===== src/rtl/fpu_pkg.sv =====
// Shared float32 field layout, constants and state encoding for the
// float-to-BCD display path.
package fpu_pkg;

  localparam int unsigned EXP_BIAS    = 127;
  localparam int unsigned FRAC_W      = 23;
  localparam logic [7:0]  EXP_INF_NAN = 8'hFF;

  typedef struct packed {
    logic              sign;
    logic [7:0]        exp;
    logic [FRAC_W-1:0] frac;
  } float32_t;

  typedef logic [3:0] bcd_digit_t;

  typedef enum logic [1:0] {
    StIdle,
    StUnpack,
    StConvert,
    StDone
  } disp_state_e;

endpackage


===== src/rtl/bcd_dd_step.sv =====
// One double-dabble iteration: add 3 to every BCD digit >= 5, then shift
// the combined {bcd, bin} register left by one bit.
module bcd_dd_step import fpu_pkg::*; #(
  parameter int unsigned N_DIGITS = 4,
  parameter int unsigned BIN_W    = 14
) (
  input  logic [4*N_DIGITS-1:0] bcd_in,
  input  logic [BIN_W-1:0]      bin_in,
  output logic [4*N_DIGITS-1:0] bcd_out,
  output logic [BIN_W-1:0]      bin_out
);

  logic [4*N_DIGITS-1:0] adj;
  bcd_digit_t            digit;

  always_comb begin
    adj   = bcd_in;
    digit = '0;
    for (int i = 0; i < int'(N_DIGITS); i++) begin
      digit = bcd_in[4*i +: 4];
      if (digit >= 4'd5) begin
        adj[4*i +: 4] = digit + 4'd3;
      end
    end
    {bcd_out, bin_out} = {adj, bin_in} << 1;
  end

endmodule


===== src/rtl/fp32_to_bcd_disp.sv =====
// Converts one float32 to sign/overflow flags plus packed BCD in tenths,
// using a sequential double-dabble engine (one bit per cycle).
module fp32_to_bcd_disp import fpu_pkg::*; #(
  parameter int unsigned N_DIGITS = 4,
  parameter int unsigned BIN_W    = 14
) (
  input  logic                  clk,
  input  logic                  rst,
  input  logic                  in_valid,
  output logic                  in_ready,
  input  logic [31:0]           in_float32,
  output logic                  out_valid,
  input  logic                  out_ready,
  output logic [4*N_DIGITS-1:0] out_bcd,
  output logic                  out_neg,
  output logic                  out_ovf
);

  localparam int unsigned BCD_W  = 4 * N_DIGITS;
  localparam int unsigned CNT_W  = $clog2(BIN_W + 1);
  localparam int unsigned SAT_I  = 10 ** N_DIGITS - 1;
  localparam logic [BIN_W-1:0] SAT_VAL = BIN_W'(SAT_I);

  disp_state_e       state_q;
  float32_t          float_q;
  logic [BIN_W-1:0]  bin_q;
  logic [BCD_W-1:0]  bcd_q;
  logic [CNT_W-1:0]  cnt_q;
  logic              neg_q;
  logic              ovf_q;

  logic [23:0]       mant;
  logic [27:0]       prod;
  logic signed [9:0] sh;
  logic [32:0]       rnd_sum;
  logic [32:0]       rnd_val;
  logic [BIN_W-1:0]  val_d;
  logic              neg_d;
  logic              ovf_d;

  logic [BCD_W-1:0]  step_bcd;
  logic [BIN_W-1:0]  step_bin;

  assign in_ready = (state_q == StIdle) && !rst;

  // Magnitude * 10, then round half up at the binary point given by sh.
  always_comb begin
    mant    = {1'b1, float_q.frac};
    prod    = {1'b0, mant, 3'b000} + {3'b000, mant, 1'b0};
    sh      = 10'(EXP_BIAS + FRAC_W) - {2'b00, float_q.exp};
    rnd_sum = {5'b00000, prod} + (33'd1 << (sh[4:0] - 5'd1));
    rnd_val = rnd_sum >> sh[4:0];
    val_d   = '0;
    neg_d   = 1'b0;
    ovf_d   = 1'b0;
    if (float_q.exp == EXP_INF_NAN) begin
      ovf_d = 1'b1;
      val_d = SAT_VAL;
    end else if ((float_q.exp != 8'd0) && (sh <= 10'sd31)) begin
      neg_d = float_q.sign;
      if ((sh <= 10'sd0) || (rnd_val > 33'(SAT_I))) begin
        ovf_d = 1'b1;
        val_d = SAT_VAL;
      end else begin
        val_d = rnd_val[BIN_W-1:0];
      end
    end
    if (val_d == '0) begin
      neg_d = 1'b0;
    end
  end

  bcd_dd_step #(
    .N_DIGITS (N_DIGITS),
    .BIN_W    (BIN_W)
  ) u_step (
    .bcd_in  (bcd_q),
    .bin_in  (bin_q),
    .bcd_out (step_bcd),
    .bin_out (step_bin)
  );

  always_ff @(posedge clk) begin
    if (rst) begin
      state_q   <= StIdle;
      float_q   <= '0;
      bin_q     <= '0;
      bcd_q     <= '0;
      cnt_q     <= '0;
      neg_q     <= 1'b0;
      ovf_q     <= 1'b0;
      out_valid <= 1'b0;
      out_bcd   <= '0;
      out_neg   <= 1'b0;
      out_ovf   <= 1'b0;
    end else begin
      unique case (state_q)
        StIdle: begin
          if (in_valid) begin
            float_q <= in_float32;
            state_q <= StUnpack;
          end
        end
        StUnpack: begin
          bin_q   <= val_d;
          bcd_q   <= '0;
          neg_q   <= neg_d;
          ovf_q   <= ovf_d;
          cnt_q   <= '0;
          state_q <= StConvert;
        end
        StConvert: begin
          bcd_q <= step_bcd;
          bin_q <= step_bin;
          cnt_q <= cnt_q + CNT_W'(1);
          // Last iteration: capture the finished BCD straight from the step.
          if (cnt_q == CNT_W'(BIN_W - 1)) begin
            out_bcd   <= step_bcd;
            out_neg   <= neg_q;
            out_ovf   <= ovf_q;
            out_valid <= 1'b1;
            state_q   <= StDone;
          end
        end
        StDone: begin
          if (out_ready) begin
            out_valid <= 1'b0;
            state_q   <= StIdle;
          end
        end
        default: state_q <= StIdle;
      endcase
    end
  end

endmodule


===== config.mk =====
export PLATFORM = sky130hd
export DESIGN_NAME = fp32_to_bcd_disp
export DESIGN_NICKNAME = d
export VERILOG_FILES = /design/src/rtl/fpu_pkg.sv /design/src/rtl/bcd_dd_step.sv /design/src/rtl/fp32_to_bcd_disp.sv
export SDC_FILE = /design/constraint.sdc
export NUM_CORES = 1
export LEC_CHECK = 0
export CORE_AREA = 2 2 125 127
export DETAILED_ROUTE_END_ITERATION = 12
export DIE_AREA = 0 0 127 129
export PLACE_DENSITY = 0.81
export RECOVER_POWER = 50
export SYNTH_ARGS = -nofsm -noshare
export SYNTH_HDL_FRONTEND = slang
export SYNTH_SLANG_ARGS = --single-unit

===== constraint.sdc =====
create_clock -name clk -period 11 [get_ports clk]
set_input_delay 2.75 -clock clk [delete_from_list [all_inputs] [get_ports clk]]
set_output_delay 2.75 -clock clk [all_outputs]
set_load 0.01 [all_outputs]

### Word level (Yosys, flattened, before mapping)

Cells that the tools add are included.

* flip-flop bits (word level): 89
* input port bits: 36
* output and inout port bits: 20
* logic and storage cells: 75

* add/sub/neg operators: 9
* magnitude comparators: 7
* equality and inequality tests: 8
* shift operators: 2
* muxes and demuxes: 23
* reductions and logical operators: 13

Operators with widths (number)
* $mux 14: 3
* $add 28x33->33: 1
* $gt 33x14->1 const B: 1
* $shl 1x5->33 const A: 1
* $shr 33x5->33: 1
* $pmux 16 s2: 1
* $add 27x25->28: 1
* $pmux 14 s2: 1
* $ge 4x3->1 const B: 4
* $logic_not 14->1: 1
* $add 4x2->4 const B: 3
* $mux 4: 3
* $le 9x1->1 const B: 1
* $le 9x6->1 const B: 1
* $sub 8x8->9 const A: 1
* $eq 8x8->1 const B: 1
* $mux 1: 8
* $pmux 2 s4: 1
* $pmux 4 s2: 1
* $reduce_bool 8->1: 1
* $mux 2: 3
* $ne 2x2->1 const B: 3
* $reduce_and 3->1: 2
* $sub 5x1->5 const B: 1
* 13 further kinds: 17

### Depth between registers and ports, before layout

Gate-level depths: netlist of the first run.

* depth in word-level cells: 12
* mapped depth: 29
* depth with buffers taken out: 24

### Hierarchy

A second synthesis of the first run with hierarchy kept.

* cell total of the unflattened synthesis: 1275
* area total of the unflattened synthesis: 9255.1 um^2

By module, submodules not included
* fp32_to_bcd_disp: instances 1, cells an instance 1199, area an instance 8753.4 um^2, seq. area each 1781.7 um^2
* bcd_dd_step: instances 1, cells an instance 76, area an instance 501.7 um^2, seq. area each 0.0 um^2

### Worst setup path before layout of the first run

No wires, ideal clock.

* kind: flip-flop to flip-flop
* start point: register float_q[23] in the netlist's numbering
* end point: register ovf_q
* setup time: 0.096 ns
* arrival time: 7.247 ns
* data required time: 10.904 ns
* path slack: 3.658 ns
* stages on the path, launching flop included: 30
* path buffers: 5
* clock period less this slack: 7.342 ns
* cell sequence: dfxtp_1 > clkbuf_1 > inv_2 > clkbuf_1 > clkbuf_1 > buf_1 > ha_1 > inv_1 > nor4_2 > nor2_1 > nor2_1 > nand3_1 > fa_1 > inv_1 > fa_1 > a21o_1 > a221oi_2 > or3_1 > buf_2 > nand2_1 > a221oi_1 > mux2i_1 > a211oi_1 > mux2_2 > o211a_1 > and4_1 > nand4_2 > a21o_1 > a21o_4 > o41ai_2

* longest elaborated chain between the ends: 10
* elaborated cells between the ends (all ways): 15
* classes of those cells: add/sub (3); order compare (3); eq/ne (1); shift (2); mux (3); reduce/logical (3)

RTL lines
* start, declared: line fp32_to_bcd_disp.sv:25 `float32_t float_q;`
* start signal, assigned: line fp32_to_bcd_disp.sv:100 `float_q <= in_float32;`
* $sub 8x8->9: line fp32_to_bcd_disp.sv:50 `sh = 10'(EXP_BIAS + FRAC_W) - {2'b00, float_q.exp};`
* $sub 5x1->5: line fp32_to_bcd_disp.sv:51 `rnd_sum = {5'b00000, prod} + (33'd1 << (sh[4:0] - 5'd1));`
* $shl 1x5->33: line fp32_to_bcd_disp.sv:51
* $add 28x33->33: line fp32_to_bcd_disp.sv:51
* $shr 33x5->33: line fp32_to_bcd_disp.sv:52 `rnd_val = rnd_sum >> sh[4:0];`
* $gt 33x14->1: line fp32_to_bcd_disp.sv:61 `if ((sh <= 10'sd0) || (rnd_val > 33'(SAT_I))) begin`
* $logic_or 1x1->1: line fp32_to_bcd_disp.sv:61
* $mux 1: line fp32_to_bcd_disp.sv:61
* $mux 1: line fp32_to_bcd_disp.sv:59 `end else if ((float_q.exp != 8'd0) && (sh <= 10'sd31)) begin`
* $mux 1 (*): line fp32_to_bcd_disp.sv:56 `if (float_q.exp == EXP_INF_NAN) begin`
* end signal, assigned: line fp32_to_bcd_disp.sv:108 `ovf_q <= ovf_d;`
* end, declared: line fp32_to_bcd_disp.sv:30 `logic ovf_q;`

Mark *: on every way between the ends. The rest lies on a longest branch, timed or not.
A chain may end at the register's enable or synchronous reset.

### Worst setup path in the final report of the first run

* start point: register float_q[23] in the netlist's numbering
* end point: register neg_q

* longest elaborated chain between the ends: 12
* elaborated cells between the ends (all ways): 19
* classes of those cells: add/sub (3); order compare (3); eq/ne (1); shift (2); mux (6); reduce/logical (4)

RTL lines
* $sub 8x8->9: line fp32_to_bcd_disp.sv:50
* $sub 5x1->5: line fp32_to_bcd_disp.sv:51
* $shl 1x5->33: line fp32_to_bcd_disp.sv:51
* $add 28x33->33: line fp32_to_bcd_disp.sv:51
* $shr 33x5->33: line fp32_to_bcd_disp.sv:52
* $gt 33x14->1: line fp32_to_bcd_disp.sv:61
* $logic_or 1x1->1: line fp32_to_bcd_disp.sv:61
* $mux 14: line fp32_to_bcd_disp.sv:61
* $mux 14: line fp32_to_bcd_disp.sv:59
* $mux 14: line fp32_to_bcd_disp.sv:56
* $logic_not 14->1: line fp32_to_bcd_disp.sv:68 `if (val_d == '0) begin`
* $mux 1 (*): line fp32_to_bcd_disp.sv:68
* end signal, assigned: line fp32_to_bcd_disp.sv:107 `neg_q <= neg_d;`
* end, declared: line fp32_to_bcd_disp.sv:29 `logic neg_q;`

Marks and branches as above.

==> flow_metrics.env, run 1 <==
export IMPL_status="finished, violations left"
export IMPL_violations="capacitance limit, slew limit"
export IMPL_critPathCapture="neg_q$_SDFFE_PP0N_"
export IMPL_p_per_area_nw_per_um2=210.5
export IMPL_cts_sinks=89
export IMPL_async_flop_share_pct=0
export IMPL_synth_compound_area_share_pct=31.35
export IMPL_routed_wl_mm=29.54
export IMPL_drc=0
export IMPL_use_met3_pct=7.443
export IMPL_area_growth_pct=8.825
export IMPL_fmaxAchievable_mhz=114.8
export IMPL_gp_congestion=1.057
export IMPL_skew_ps=10.93
export IMPL_core_area_um2=14980
export IMPL_finalCritPeriodShare_pct=79.19
export IMPL_cap_violations=1
export IMPL_cts_root_buffer="clkbuf_16"
export IMPL_setup_viol=0
export IMPL_io_buffers=55
export IMPL_netSwitchingPower_mw=1.155
export IMPL_viasPerCell=6.919
export IMPL_h_tree_depth=3
export IMPL_globalRouteOverflowTotal=0
export IMPL_synth_xor_area_share_pct=3.414
export IMPL_synth_fa_ha_area_share_pct=11.32
export IMPL_end_kind="flop"
export IMPL_p_int_mw=1.027
export IMPL_muxShareOfSynthArea_pct=5.043
export IMPL_final_cell_mix="nand2_1 (190), a21oi_1 (126), nor2_1 (122)"
export IMPL_synthCells=1284
export IMPL_dp_cells=1455
export IMPL_synthesis_nets=1393
export IMPL_pin_count=56
export IMPL_max_slew_margin_pct=-172.9
export IMPL_final_common_cell="nand2_1"
export IMPL_mappedNetlistArea_um2=9528
export IMPL_cts_max_path_buffers=2
export IMPL_syn_mean_instance_area_um2=7.420
export IMPL_tightest_slew_ps=4093
export IMPL_synth_edf_count=0
export IMPL_nets=1387
export IMPL_busiest_layer="met2"
export IMPL_leakage_nw=3.962
export IMPL_synth_seq_cells=89
export IMPL_synth_top_family_by_area="compound AO/OA/AOI/OAI gates"
export IMPL_grt_total_usage_pct=36.11
export IMPL_r2r_cells=24
export IMPL_clk_latency_ps=350
export IMPL_critical_path_class="flop to flop"
export IMPL_cp_required_ps=11080
export IMPL_cp_start_kind="flop"
export IMPL_rows=45
export IMPL_cp_arrival_ps=8790
export IMPL_final_instance_count_excl_fill=1471
export IMPL_drive_above_1_share_pct=6.235
export IMPL_grt_max_degree=97
export IMPL_die_w_um=127
export IMPL_tns_ps=0
export IMPL_pwr_share_seq_pct=18.8
export IMPL_die_h_um=129
export IMPL_vdd_drop_max_mv=0.1323
export IMPL_synthFlopType="dfxtp_1"
export IMPL_drv_slew=97
export IMPL_critPathMaxFanout=51
export IMPL_r2r_start="float_q[23]$_SDFFE_PP0P_"
export IMPL_cp_startpoint="float_q[23]$_SDFFE_PP0P_"
export IMPL_rsz0062_at_grt="false"
export IMPL_final_antenna_net_count=0
export IMPL_ys_types=100
export IMPL_rrSetupSlack_ps=2290
export IMPL_synth_warnings=0
export IMPL_cts_resized=0
export IMPL_timing_rr_end="neg_q$_SDFFE_PP0N_"
export IMPL_min_path_type="flop to flop"
export IMPL_yosys_area_share_simple_pct=25.07
export IMPL_cts_tree="yes"
export IMPL_drtIter0Drc=1470
export IMPL_dr_pass1_iters=7
export IMPL_yosysSeqAreaShare_pct=18.70
export IMPL_path_clk_slew_ps=70
export IMPL_vias=10180
export IMPL_die_area_um2=16380
export IMPL_hold_violations=0
export IMPL_antenna_found_initial=0
export IMPL_grt_pass1_vias=9428
export IMPL_period_minus_slack_ps=8711
export IMPL_p_sw_share_pct=52.94
export IMPL_wl_per_cell_um=20.08
export IMPL_start_util_pct=63.62
export IMPL_grt_use_met1_pct=51.46
export IMPL_met2_usage_pct=54.11
export IMPL_combPwrFrac_pct=67.1
export IMPL_n_antenna_cell=0
export IMPL_grt_first_pass_wirelength_mm=48.22
export IMPL_post_dp_hpwl_mm=21.77
export IMPL_cts_hold_buf=0
export IMPL_post_cts_repair_setup_buffers=0
export IMPL_power_share_clock_pct=14.1
export IMPL_cts_made_buffers=9
[flip-flops by register name, indices dropped and copies added, names as in the netlist]
name / count
cnt_q: 4
bin_q: 14
ovf_q: 1
out_ovf: 1
state_q: 2
neg_q: 1
float_q: 32
out_bcd: 16
out_valid: 1
bcd_q: 16
out_neg: 1
[power by group through the flow]
| stage | sequential (mW) | clock, mW | combinational, mW |
|---|---|---|---|
| after floorplan | 0.398 | 0 | 1.08 |
| after global placement | 0.415 | 0 | 1.38 |
| after detailed placement | 0.417 | 0 | 1.41 |
| after CTS | 0.410 | 0.312 | 1.41 |
| after global routing | 0.417 | 0.324 | 1.59 |
| final | 0.411 | 0.308 | 1.46 |
[Yosys cell counts (7+ instances only)]
cell	n	area share [%]
buf_2	14	0.74
a31oi_1	13	0.85
nand3_1	32	1.7
and2_1	15	0.98
a32oi_1	8	0.74
nor4_1	8	0.53
a211oi_1	30	2.4
buf_1	14	0.55
ha_1	51	6.7
nand2b_1	9	0.59
or3_1	10	0.66
xnor2_1	15	1.4
o21ai_0	48	2.5
mux2i_1	21	2.2
or4_1	8	0.63
clkbuf_1	54	2.1
fa_1	22	4.6
and3_1	22	1.4
o21ai_1	10	0.53
a21o_1	15	1.2
a211o_1	7	0.64
xor2_1	12	1.1
a221oi_1	9	0.83
o21bai_1	7	0.55
dfxtp_1	89	19
mux4_2	9	2.1
nand4_1	14	0.92
o21a_1	12	0.95
nor3_1	35	1.8
inv_1	37	1.5
nor2_1	122	4.8
o211ai_1	13	1.0
o31ai_1	15	1.2
nand2_1	190	7.5
a21oi_1	126	6.6
a22oi_1	15	1.2
o22ai_1	11	0.72
[worst max-delay path: stages, from the launching register on]
cell	delay, ps
dfxtp_2	320
inv_2	550
ha_1	250
buf_4	460
inv_2	410
o31ai_4	380
xor2_1	380
nand2_1	240
nor3_1	320
fa_1	480
ha_1	420
nand2_1	130
nor2_1	70
o41ai_2	820
nand2_1	300
a2111oi_0	680
or2_2	250
mux2i_1	120
mux2_2	350
nor4_1	450
o21a_1	180
a41o_1	200
nand4bb_1	170
a221oi_1	360
o22ai_1	120
[logic make-up after synthesis]
kind of cell             count (synthesis)
AND/OR/NAND/NOR                        503
AO/OA/AOI/OAI                          428
XOR/XNOR                                32
buffers and inverters                  123
multiplexers                            36
adder cells (fa/ha/maj)                 73
flip-flops                              89
[how the worst min path moves through the flow]
stage / to / depth (start not counted) / from / slack, ps
3_5_place_dp: out_bcd[9]$_SDFFE_PP0P_ / 2 / out_bcd[9]$_SDFFE_PP0P_ / 450
2_1_floorplan: out_neg$_SDFFE_PP0P_ / 2 / neg_q$_SDFFE_PP0N_ / 430
5_1_grt: out_bcd[1]$_SDFFE_PP0P_ / 2 / out_bcd[1]$_SDFFE_PP0P_ / 470
6_report: out_bcd[9]$_SDFFE_PP0P_ / 2 / out_bcd[9]$_SDFFE_PP0P_ / 460
3_3_place_gp: out_bcd[1]$_SDFFE_PP0P_ / 2 / out_bcd[1]$_SDFFE_PP0P_ / 440
4_1_cts: out_bcd[1]$_SDFFE_PP0P_ / 2 / out_bcd[1]$_SDFFE_PP0P_ / 460
[routing by layer]
layer,wire [um],up-vias
li1,-,4765
met1,12950,4671
met2,12440,640
met3,3109,102
met4,1037,0
met5,0,-
[per-stage QoR]
step / setup WS (ps) / utilization (%) / power, mW / cell area, um^2 / hold slack (ps)
2_1_floorplan: 3658 / - / 1.480 / 9528 / 431.7
3_3_place_gp: 2949 / 67.27 / 1.796 / 10070 / 442.7
3_5_place_dp: 2882 / 67.27 / 1.823 / 10070 / 449.0
4_1_cts: 2853 / 69.26 / 2.132 / 10370 / 461.0
5_1_grt: 1843 / 69.23 / 2.326 / 10370 / 467.9
6_report: 2289 / 69.23 / 2.182 / 10370 / 457.5
[layout make-up]
class | instances | area, um^2
clock buffers | 9 | 225.2
inverters | 39 | 146.4
clock inverters | 7 | 73.82
flip-flops and latches | 89 | 1783
multi-input cells | 1072 | 7274
repair buffers | 67 | 630.6
fillers | 1274 | 4608
well taps | 188 | 235.2
Note: power is estimated with default switching activity, not from simulation.
==> run 2, diff against run 1 <==
Settings changed: CORE_AREA 2 2 125 127 to 2 2 134 136, DIE_AREA 0 0 127 129 to 0 0 136 138, PLACE_DENSITY 0.81 to 0.75.
Clock period 11 ns to 7.8 ns, I/O delays scaled along.
==> run 2 against run 1 <==
  * The flow now finishes without violations
  * Power grew 44%
  * Combinational power grew 46%
  * Hold slack lost 5.5 ps
  * Clock power rose by 40%
  * Sequential cell count is the same
  * Design area grew 2.6%
  * Via count up 0.27%
  * First-iteration DRC count fell by 26%
  * Sequential power increased by 40%
  * Routed wire length rose by 4.1%
  * Largest power group unchanged
==> flow_metrics.env, run 2 (synthesis results as in run 1) <==
export IMPL_p_sw_share_pct=52.31
export IMPL_skew_ps=8.760
export IMPL_p_int_mw=1.498
export IMPL_die_w_um=136
export IMPL_final_common_cell="nand2_1"
export IMPL_min_path_type="flop to flop"
export IMPL_die_h_um=138
export IMPL_pin_count=56
export IMPL_n_antenna_cell=0
export IMPL_cap_violations=0
export IMPL_combPwrFrac_pct=67.9
export IMPL_cts_sinks=89
export IMPL_drc=0
export IMPL_grt_pass1_vias=9568
export IMPL_grt_first_pass_wirelength_mm=50.09
export IMPL_cts_tree="yes"
export IMPL_top_regs="float_q x32, bcd_q x16, out_bcd x16"
export IMPL_h_tree_depth=3
export IMPL_finalCritPeriodShare_pct=92.88
export IMPL_grt_total_usage_pct=32.96
export IMPL_post_cts_repair_setup_buffers=0
export IMPL_tns_ps=0
export IMPL_drv_slew=0
export IMPL_end_kind="flop"
export IMPL_cts_root_buffer="clkbuf_16"
export IMPL_die_area_um2=18770
export IMPL_start_util_pct=54.34
export IMPL_setup_viol=0
export IMPL_cts_hold_buf=0
export IMPL_fmaxAchievable_mhz=138.0
export IMPL_cts_max_path_buffers=2
export IMPL_pwr_share_seq_pct=18.3
export IMPL_power_share_clock_pct=13.7
export IMPL_status="finished, final reports clean"
export IMPL_vdd_drop_max_mv=0.2247
export IMPL_io_buffers=55
export IMPL_rsz0062_at_grt="false"
export IMPL_critPathMaxFanout=8
export IMPL_area_growth_pct=11.67
export IMPL_largest_register="float_q"
export IMPL_period_minus_slack_ps=7245
export IMPL_globalRouteOverflowTotal=0
export IMPL_rows=49
export IMPL_rrSetupSlack_ps=560
export IMPL_nets=1416
export IMPL_netSwitchingPower_mw=1.643
export IMPL_cts_resized=0
export IMPL_path_clk_slew_ps=70
export IMPL_gp_congestion=1.028
export IMPL_wl_per_cell_um=19.96
export IMPL_routed_wl_mm=30.75
export IMPL_viasPerCell=6.622
export IMPL_grt_max_degree=97
export IMPL_cp_start_kind="flop"
export IMPL_cp_required_ps=8060
export IMPL_tightest_slew_ps=1169
export IMPL_dpl_cell_area_um2=10340
export IMPL_max_slew_margin_pct=22.10
export IMPL_drive_above_1_share_pct=8.384
export IMPL_critical_path_class="flop to flop"
export IMPL_largest_reg_flops=32
export IMPL_vias=10210
export IMPL_design_area_um2=10640
export IMPL_final_core_util_pct=60.68
export IMPL_drtIter0Drc=1093
export IMPL_dr_pass1_iters=6
export IMPL_core_area_um2=17530
export IMPL_post_dp_hpwl_mm=22.93
export IMPL_cp_arrival_ps=7500
export IMPL_p_per_area_nw_per_um2=295.2
export IMPL_clk_latency_ps=360
export IMPL_leakage_nw=4.119
export IMPL_cts_made_buffers=9
export IMPL_final_cell_mix="nand2_1 (190), a21oi_1 (126), nor2_1 (122)"
export IMPL_final_antenna_net_count=0
export IMPL_hold_violations=0
export IMPL_antenna_found_initial=1
==> run 2: per-stage QoR <==
step | setup slack (ps) | power [mW] | hold WS, ps | cells
floorplan | 457.7 | 2.087 | 431.7 | 1284
global route | 159.5 | 3.362 | 489.2 | 1541
finish | 555.4 | 3.141 | 452.0 | 1541
detailed placement | 687.8 | 2.652 | 446.6 | 1525
CTS | 675.8 | 3.092 | 457.3 | 1541
global placement | 736.4 | 2.647 | 441.9 | 1525
==> run 2: final timing paths <==
check	from	to	depth (start not counted)
setup / recovery	float_q[23]$_SDFFE_PP0P_	ovf_q$_SDFFE_PP0N_	23
hold / removal	out_bcd[2]$_SDFFE_PP0P_	out_bcd[2]$_SDFFE_PP0P_	2
setup reg to reg	float_q[23]$_SDFFE_PP0P_	ovf_q$_SDFFE_PP0N_	23
hold reg to reg	out_bcd[2]$_SDFFE_PP0P_	out_bcd[2]$_SDFFE_PP0P_	2
==> run 2: area by class of cell <==
type                            instances  area (um^2)
Multi-Input combinational cell       1072         7274
Clock inverter                          7        72.57
Clock buffer                            9        225.2
Timing Repair Buffer                   96        852.1
Fill cell                            1640         6894
Inverter                               39        146.4
Sequential cell                        89         1783
Tap cell                              229        286.5
==> run 2: per-layer routing <==
layer | global-route usage [%] | vias to the layer above | share of wire (%)
li1 | - | 4846 | -
met2 | 48.03 | 471 | 43
met4 | 11.51 | 0 | 2.9
met3 | 6.711 | 82 | 8.6
met1 | 48.16 | 4806 | 46
met5 | 0 | - | 0
==> run 2: power by group through the flow <==
stage                     Clock [mW]  Combinational [mW]  Sequential, mW
after floorplan                    0                1.52           0.562
after global placement             0                2.06           0.584
after detailed placement           0                2.07           0.587
after CTS                      0.439                2.08           0.576
after global routing           0.456                2.32           0.585
final                          0.432                2.13           0.576
==> run 2: worst max-delay path: stages, from the launching register on <==
cell      delay (ps)
dfxtp_2          370
ha_1             270
buf_4            190
xnor2_2          230
o31ai_4          300
xor2_1           370
nand2_1          210
nor3_1           270
fa_1             460
ha_1             430
nand4_1          290
nor3_1           620
a22oi_1          320
a211oi_1         600
nand2b_1         190
o211ai_1         160
o221ai_1         220
o21ai_0          120
a21oi_1          360
and4_1           270
nand4_2          140
a21o_1           220
a21o_4           260
o41ai_2          260
